[config.mk]
export PLATFORM = sky130hd
export DESIGN_NAME = neuron_scheduler
export DESIGN_NICKNAME = d
export VERILOG_FILES = /design/src/rtl/neuron_scheduler.sv
export SDC_FILE = /design/constraint.sdc
export NUM_CORES = 2
export LEC_CHECK = 0
export CAP_MARGIN = 15
export CORE_MARGIN = 2
export CORE_UTILIZATION = 56
export DETAILED_ROUTE_END_ITERATION = 8
export GPL_TIMING_DRIVEN = 0
export PLACE_DENSITY = 0.7
export SLEW_MARGIN = 20
export SYNTH_ARGS = -nofsm -noshare
export SYNTH_HDL_FRONTEND = slang
export SYNTH_SLANG_ARGS = --single-unit
[constraint.sdc]
create_clock -name clk -period 52 [get_ports clk]
set_input_delay 15.6 -clock clk [delete_from_list [all_inputs] [get_ports clk]]
set_output_delay 15.6 -clock clk [all_outputs]
set_load 0.1 [all_outputs]
[src/rtl/neuron_scheduler.sv]
// neuron_scheduler
//
// Time-multiplexes one external Izhikevich state-update datapath across
// N_NEURONS neurons. Each start runs one network timestep: neurons are swept
// 0..N_NEURONS-1 through the datapath and their results are written back. A
// spike event is emitted for every neuron that fired.
//
// Input currents are double-buffered. The synapse logic accumulates into the
// write bank at any time. On start the banks swap, and the sweep consumes the
// read bank, clearing each entry as it goes.
//
// Ports
//   clk, asyn_reset                  clock (rising edge), async active-high reset
//   start / busy / done              sweep request, in-progress flag, completion pulse
//   i_wr_en, i_wr_idx, i_wr_data     saturating current accumulate into write bank
//   iz_v_in, iz_u_in, iz_i_in        registered operands to the datapath
//   iz_v_out, iz_u_out, iz_fired     datapath results, valid IZ_LAT cycles later
//   spike_valid, spike_idx,
//   spike_ready                      spike event handshake to the router
module neuron_scheduler #(
    parameter int          N_NEURONS = 16,
    parameter int          IDX_W     = 4,
    parameter int          IZ_LAT    = 1,
    parameter logic [16:0] V_INIT    = 17'h14100,
    parameter logic [16:0] U_INIT    = 17'h00000
) (
    input  logic             clk,
    input  logic             asyn_reset,
    input  logic             start,
    output logic             busy,
    output logic             done,
    input  logic             i_wr_en,
    input  logic [IDX_W-1:0] i_wr_idx,
    input  logic [16:0]      i_wr_data,
    output logic [16:0]      iz_v_in,
    output logic [16:0]      iz_u_in,
    output logic [16:0]      iz_i_in,
    input  logic [16:0]      iz_v_out,
    input  logic [16:0]      iz_u_out,
    input  logic             iz_fired,
    output logic             spike_valid,
    output logic [IDX_W-1:0] spike_idx,
    input  logic             spike_ready
);

    typedef enum logic [2:0] {
        S_IDLE, S_ISSUE, S_WAIT, S_WRITE, S_EMIT, S_DONE
    } state_t;

    // The WAIT counter runs from IZ_LAT-2 down to 0. WAIT lasts IZ_LAT-1 cycles.
    localparam int                CNT_W     = (IZ_LAT > 2) ? $clog2(IZ_LAT - 1) : 1;
    localparam logic [CNT_W-1:0]  WAIT_LOAD = CNT_W'((IZ_LAT > 1) ? IZ_LAT - 2 : 0);
    localparam logic [IDX_W-1:0]  LAST_IDX  = IDX_W'(N_NEURONS - 1);

    state_t             state_reg;
    logic [IDX_W-1:0]   idx_reg;
    logic [CNT_W-1:0]   wait_cnt_reg;
    logic               wr_bank_reg;

    logic [16:0] v_mem [N_NEURONS];
    logic [16:0] u_mem [N_NEURONS];
    logic [16:0] i_mem [2][N_NEURONS];

    logic             rd_bank;
    logic [IDX_W-1:0] idx_next;
    logic             advance;
    logic [16:0]      wr_old;
    logic [17:0]      wr_wide;
    logic [16:0]      wr_sum;
    logic [16:0]      start_i0;

    assign rd_bank  = ~wr_bank_reg;
    assign idx_next = idx_reg + IDX_W'(1);

    // Leaving WRITE without a spike, or completing the spike handshake in
    // EMIT, moves on to the next neuron or finishes the sweep.
    assign advance = ((state_reg == S_WRITE) && !iz_fired) ||
                     ((state_reg == S_EMIT)  && spike_ready);

    // Signed saturating accumulate. Overflow shows up as a mismatch between
    // the two top bits of the sign-extended sum.
    always_comb begin
        wr_old  = i_mem[wr_bank_reg][i_wr_idx];
        wr_wide = {wr_old[16], wr_old} + {i_wr_data[16], i_wr_data};
        if (wr_wide[17] != wr_wide[16]) begin
            wr_sum = wr_wide[17] ? 17'h10000 : 17'h0FFFF;
        end else begin
            wr_sum = wr_wide[16:0];
        end
    end

    // A write on the start cycle lands in the bank that becomes the read bank.
    // Forward it so neuron 0 sees it in the first ISSUE.
    assign start_i0 = (i_wr_en && (i_wr_idx == '0)) ? wr_sum : i_mem[wr_bank_reg][0];

    // Neuron state and current banks. The sweep only touches the read bank
    // and writers only touch the write bank, so the two ports never collide.
    always_ff @(posedge clk or posedge asyn_reset) begin
        if (asyn_reset) begin
            for (int k = 0; k < N_NEURONS; k++) begin
                v_mem[k]    <= V_INIT;
                u_mem[k]    <= U_INIT;
                i_mem[0][k] <= '0;
                i_mem[1][k] <= '0;
            end
        end else begin
            if (state_reg == S_WRITE) begin
                v_mem[idx_reg]          <= iz_v_out;
                u_mem[idx_reg]          <= iz_u_out;
                i_mem[rd_bank][idx_reg] <= '0;
            end
            if (i_wr_en) begin
                i_mem[wr_bank_reg][i_wr_idx] <= wr_sum;
            end
        end
    end

    // Sweep controller. Datapath operands are loaded on the edge that enters
    // ISSUE. They stay stable until the edge that closes WRITE.
    always_ff @(posedge clk or posedge asyn_reset) begin
        if (asyn_reset) begin
            state_reg    <= S_IDLE;
            idx_reg      <= '0;
            wait_cnt_reg <= '0;
            wr_bank_reg  <= 1'b0;
            busy         <= 1'b0;
            done         <= 1'b0;
            spike_valid  <= 1'b0;
            spike_idx    <= '0;
            iz_v_in      <= '0;
            iz_u_in      <= '0;
            iz_i_in      <= '0;
        end else begin
            unique case (state_reg)
                S_IDLE: begin
                    if (start) begin
                        wr_bank_reg <= ~wr_bank_reg;
                        idx_reg     <= '0;
                        busy        <= 1'b1;
                        iz_v_in     <= v_mem[0];
                        iz_u_in     <= u_mem[0];
                        iz_i_in     <= start_i0;
                        state_reg   <= S_ISSUE;
                    end
                end
                S_ISSUE: begin
                    if (IZ_LAT > 1) begin
                        wait_cnt_reg <= WAIT_LOAD;
                        state_reg    <= S_WAIT;
                    end else begin
                        state_reg    <= S_WRITE;
                    end
                end
                S_WAIT: begin
                    if (wait_cnt_reg == '0) begin
                        state_reg <= S_WRITE;
                    end else begin
                        wait_cnt_reg <= wait_cnt_reg - CNT_W'(1);
                    end
                end
                S_WRITE: begin
                    if (iz_fired) begin
                        spike_valid <= 1'b1;
                        spike_idx   <= idx_reg;
                        state_reg   <= S_EMIT;
                    end
                end
                S_EMIT: begin
                    if (spike_ready) begin
                        spike_valid <= 1'b0;
                    end
                end
                S_DONE: begin
                    done      <= 1'b0;
                    busy      <= 1'b0;
                    idx_reg   <= '0;
                    state_reg <= S_IDLE;
                end
                default: state_reg <= S_IDLE;
            endcase

            if (advance) begin
                if (idx_reg == LAST_IDX) begin
                    done      <= 1'b1;
                    state_reg <= S_DONE;
                end else begin
                    idx_reg   <= idx_next;
                    iz_v_in   <= v_mem[idx_next];
                    iz_u_in   <= u_mem[idx_next];
                    iz_i_in   <= i_mem[rd_bank][idx_next];
                    state_reg <= S_ISSUE;
                end
            end
        end
    end

endmodule

Word-level counts from Yosys, hierarchy flattened
Cells that the tools add are included.
- register bits: 1155
- input bits: 61
- output and inout port bits: 58
- word-level logic and storage cells: 192
- $add $sub $neg: 3
- magnitude comparators: 9
- equality and inequality tests: 14
- mux-type cells: 65
- bitwise operators: 8
- reduce and logical (&&, ||, !) cells: 18
- operators by type and width (kind ; number):
    $mux W272 ; 8
    $mux W544 ; 2
    $and A544 B544 Y544 ; 1
    $bwmux W272 ; 2
    $bwmux W544 ; 1
    $demux W272 S1 ; 2
    $not A544 Y544 ; 1
    $mux W17 ; 25
    $bmux W17 S4 ; 4
    $demux W17 S4 ; 2
    $add A17 B17 Y18 ; 1
    $ge A5 B5 Y1 const B ; 3
    $mux W3 ; 5
    $not A4 Y5 ; 3
    $pmux W3 S5 ; 1
    $mux W4 ; 3
    $lt A5 B1 Y1 const B ; 2
    $ne A3 B3 Y1 const B ; 3
    $ne A2 B2 Y1 const B ; 4
    $pmux W4 S2 ; 1
    $logic_and A1 B1 Y1 ; 7
    $mux W1 ; 7
    $eq A3 B2 Y1 const B ; 2
    $eq A3 B3 Y1 const B ; 2
    18 further kinds ; 25

Depth between registers and ports, before layout
- depth in word-level cells: 15
- mapped depth: 23
- depth with buffers taken out: 17

Least setup slack after synthesis
OpenSTA, ideal clock, no wires.
- path kind: input port to flip-flop
- start point: input i_wr_idx[0]
- end point: register i_mem[111] (netlist name)
- library setup time: 121 ps
- arrival: 19545 ps
- data required time: 51879 ps
- setup slack: 32334 ps
- cell stages on the path: 20
- path buffers: 6
- path through: clkbuf_1 -> buf_1 -> clkbuf_1 -> mux4_2 -> a21oi_1 -> o22ai_1 -> or2_2 -> ha_1 -> inv_1 -> fa_1 -> nor2b_1 -> o31a_1 -> o21ai_2 -> o21ai_2 -> xnor2_1 -> buf_2 -> buf_6 -> maj3_2 -> buf_2 -> a22o_1
- longest elaborated chain between the ends: 9
- elaborated cells between the ends (all ways): 17
- classes of those cells: add/sub (1); order compare (2); eq/ne (1); mux (11); bitwise (1); reduce/logical (1)
- RTL lines (what ; line ; source):
    from (decl) ; 33 ; input logic [IDX_W-1:0] i_wr_idx,
    $not A4 Y5 (implied by the code) * ; 83, 113 ;
    $bmux W17 S4, or another cell as far along ; 83 ; wr_old = i_mem[wr_bank_reg][i_wr_idx];
    $mux W17 (implied by the code) or $logic_and A1 B1 Y1 (tied branches) ; 83, 113 ;
    $mux W17, on equally long branches ; 83, 113 ;
    $add A17 B17 Y18 or $demux W17 S4 (tied branches) ; 84, 113 ;
    $mux W17, or another cell as far along ; 86 ; wr_sum = wr_wide[17] ? 17'h10000 : 17'h0FFFF;
    $mux W17 or $demux W272 S1 (tied branches) ; 85, 113 ;
    $bwmux W544 * ; 113 ; i_mem[wr_bank_reg][i_wr_idx] <= wr_sum;
    $mux W544 * ; 112 ; if (i_wr_en) begin
    to (signal, indexed assignment) ; 113 ;
    to (decl) ; 62 ; logic [16:0] i_mem [2][N_NEURONS];
Every way passes the cells marked *; elsewhere a longest branch is shown, timed or not. The select of a mux whose other input is x is not followed.
A chain may end at the register's enable or synchronous reset.

Final worst setup path
- start point: input i_wr_idx[1]
- end point: register i_mem[217] (netlist name)
The elaborated chain is that of the path after synthesis.

==> out/results.ini <==
[status]
status=complete, no violations

[final_layout]
layout.nets=4571
top_register=i_mem
utilization=0.639
final_area_sq_um=64100
layout-drive-gt1-share=0.294
top_regs=i_mem (544), u_mem (272), v_mem (272)
largest_register_ffs=544
synthToLayoutAreaGrowth_pct=13.0

[logic_synthesis]
synth_flop_cell=dfrtp_1
synth_area_leaders=dfrtp_1 (49%), mux4_2 (18%), mux2_2 (9.0%), a22o_1 (6.4%), nand2_1 (4.1%)
synth_top_area_frac=0.488
yosysMostFrequentCell=dfrtp_1
synthCells=4235
synthTopCellsByCount=dfrtp_1 (1106), nand2_1 (626), mux4_2 (452), mux2_2 (451), a22o_1 (414)
synth_edf_count=0
syn-num-nets=4318
ys_seq_elements=1154
ys_types=67
yosys_warnings=0
postSynthAreaPerCell_sq_um=13.4
netlist_area_sq_um=56700
ys_seq_area_frac=0.510
yosysTopAreaCell=dfrtp_1
synthArstFlopShare=1.00

[timing]
setup_viol=0
max_freq_mhz=44.2
post-route-min-period_ns=22.64
rsz0062_at_grt=false
worst_pin_slew_ns=1.28
setup_tns_ns=0
max_slew_margin=0.140
final_max_slew_viol_count=0
hold_violations=0
post-route-period-util=0.435
finClkSkew_ns=0.0497

[worst_setup_path]
endpoint=i_mem[217]
timing.rr.start=wr_bank_reg
cp_slowest_stage_delay_ns=0.84
rrSetupSlack_ns=44.37
reg2reg_to=i_mem[239]
critPathKind=input port to flop
ff2ff_path_depth=20
cp-end-kind=flop
crit_chain=clkdlybuf4s50_1, clkbuf_1, clkbuf_2, clkbuf_1, a21oi_1, o22ai_1, or2_2, ha_1, inv_1, fa_1, nor2b_1, o31a_1, o21ai_2, o21ai_2, xnor2_1, buf_2, nand2_1, a21oi_2, buf_2, a22o_1
arrival_ns=23.31
cp_top_family=buffers and inverters
crit_cells=20
path_buf_inv=7
critPathLaunch=i_wr_idx[1]
worstPathRequired_ns=52.67
path_max_fanout=10
startpoint_type=input port
crit_slowest_cell=clkbuf_1

[global_route]
grt_pass1_wl_um=298000
grt_max_degree=105
antenna_found_initial=7
gr-usage-all-layers=0.403
grt.overflow.total=0
grt_pass1_vias=42402

[die]
core-area_sq_um=100000
die_h_um=322
die_x_um=322
ios=119
rows=116
die_area_sq_um=104000
start_util=0.565

[power]
total_power_uw=4740
peakVddDrop_v=0.0000579
p_per_area_nw_per_um2=74.0
p_leak_uw=0.0288

[clock_tree]
cts_resized=0
cts.sinks=1154
cts_tree=built
cts_hold_buf=0
clk_latency_ns=0.77
htree_levels=3
postCtsSetupBuffers=0
cts_buffers=121
cts_root_buf=clkbuf_16
cts_max_path_buffers=3
clk_pin_slew_worst_paths_ns=0.06

[route]
drt_iter0_markers=6577
ant_nets=0
viasPerCell=7.24
post_drt_wl_per_cell_um=34.7
drc=0
vias=43087
routed_wl_um=206000
drt_pre_antenna_iters=9

[job]
maxCapViolations=0

[hold_path]
min_path_type=flop to flop

[place]
numPortBuffers=117
post-dp-hpwl_um=145000
place_congestion=1.03
place_area_sq_um=60000

-- worst min path at each step --
stage                     from    endpoint  slack, ns  cells past startpoint
global placement    v_mem[252]  v_mem[252]       0.45                      2
finish              v_mem[252]  v_mem[252]       0.46                      2
floorplan           v_mem[229]  v_mem[229]       0.44                      2
CTS                 v_mem[254]  v_mem[254]       0.46                      2
detailed placement  v_mem[254]  v_mem[254]       0.45                      2
global route        v_mem[254]  v_mem[254]       0.48                      2
-- kinds of logic after synthesis --
family,synth area share
multiplexers,0.286
AND/OR/NAND/NOR,0.0577
XOR/XNOR,0.00278
flip-flops,0.510
buffers and inverters,0.0304
adder cells (fa/ha/maj),0.00715
AO/OA/AOI/OAI,0.106
-- cells in the final DEF (no fill, tap or decap), types with 12 or more instances in the layout --
| master | count |
|---|---|
| clkinv_2 | 21 |
| mux2i_1 | 94 |
| clkbuf_1 | 244 |
| nor2_1 | 106 |
| buf_16 | 12 |
| clkbuf_2 | 25 |
| o221ai_1 | 13 |
| a31oi_1 | 41 |
| a211oi_1 | 26 |
| clkbuf_8 | 32 |
| clkbuf_16 | 121 |
| dfstp_2 | 48 |
| inv_1 | 12 |
| nand2_1 | 626 |
| clkdlybuf4s50_1 | 117 |
| o21ai_1 | 63 |
| buf_1 | 27 |
| a22o_1 | 414 |
| ha_1 | 21 |
| o21ai_0 | 92 |
| mux4_2 | 452 |
| a21oi_1 | 66 |
| xnor2_1 | 14 |
| nand3_1 | 31 |
| buf_2 | 117 |
| dfrtp_1 | 1106 |
| mux2_2 | 451 |
| nor3_1 | 17 |
-- metal layers --
| metal | global-route usage | wire length (um) |
|---|---|---|
| met4 | 0.183 | 11100 |
| met3 | 0.186 | 31200 |
| met1 | 0.547 | 77400 |
| met5 | 0.0301 | 542 |
| met2 | 0.553 | 86100 |
-- cell type report --
type	count	area [sq um]
antenna	5	12.5
buffer	389	1680
clock buffer	188	3600
clock inverter	40	477
fill	7519	36200
inverter	18	75.1
multi-input combinational	2674	26100
sequential	1154	28900
tap	1357	1700
timing repair buffer	130	1520
-- per-stage QoR --
stage	setup WS (ns)	cells	hold WS, ns
2_1_floorplan	3.98	4235	0.437
3_3_place_gp	-9.59	5709	0.445
3_5_place_dp	28.88	5722	0.448
4_1_cts	29.62	5950	0.459
5_1_grt	29.58	5951	0.479
6_report	29.36	5955	0.460
-- report_power, final --
| part | internal (uW) | leakage [uW] | total [uW] | switching [uW] |
|---|---|---|---|---|
| registers | 1250 | 0.0150 | 1520 | 265 |
| logic | 896 | 0.0119 | 2330 | 1440 |
| clock network | 511 | 0.00200 | 894 | 383 |
| total | 2660 | 0.0288 | 4740 | 2080 |
-- tightest hold or removal path, stage by stage, from the launching register on --
cell and delay [ns]:
dfstp_2 0.37, nand2_1 0.05, nand2_1 0.05
Note: power is estimated with default switching activity, not from simulation.
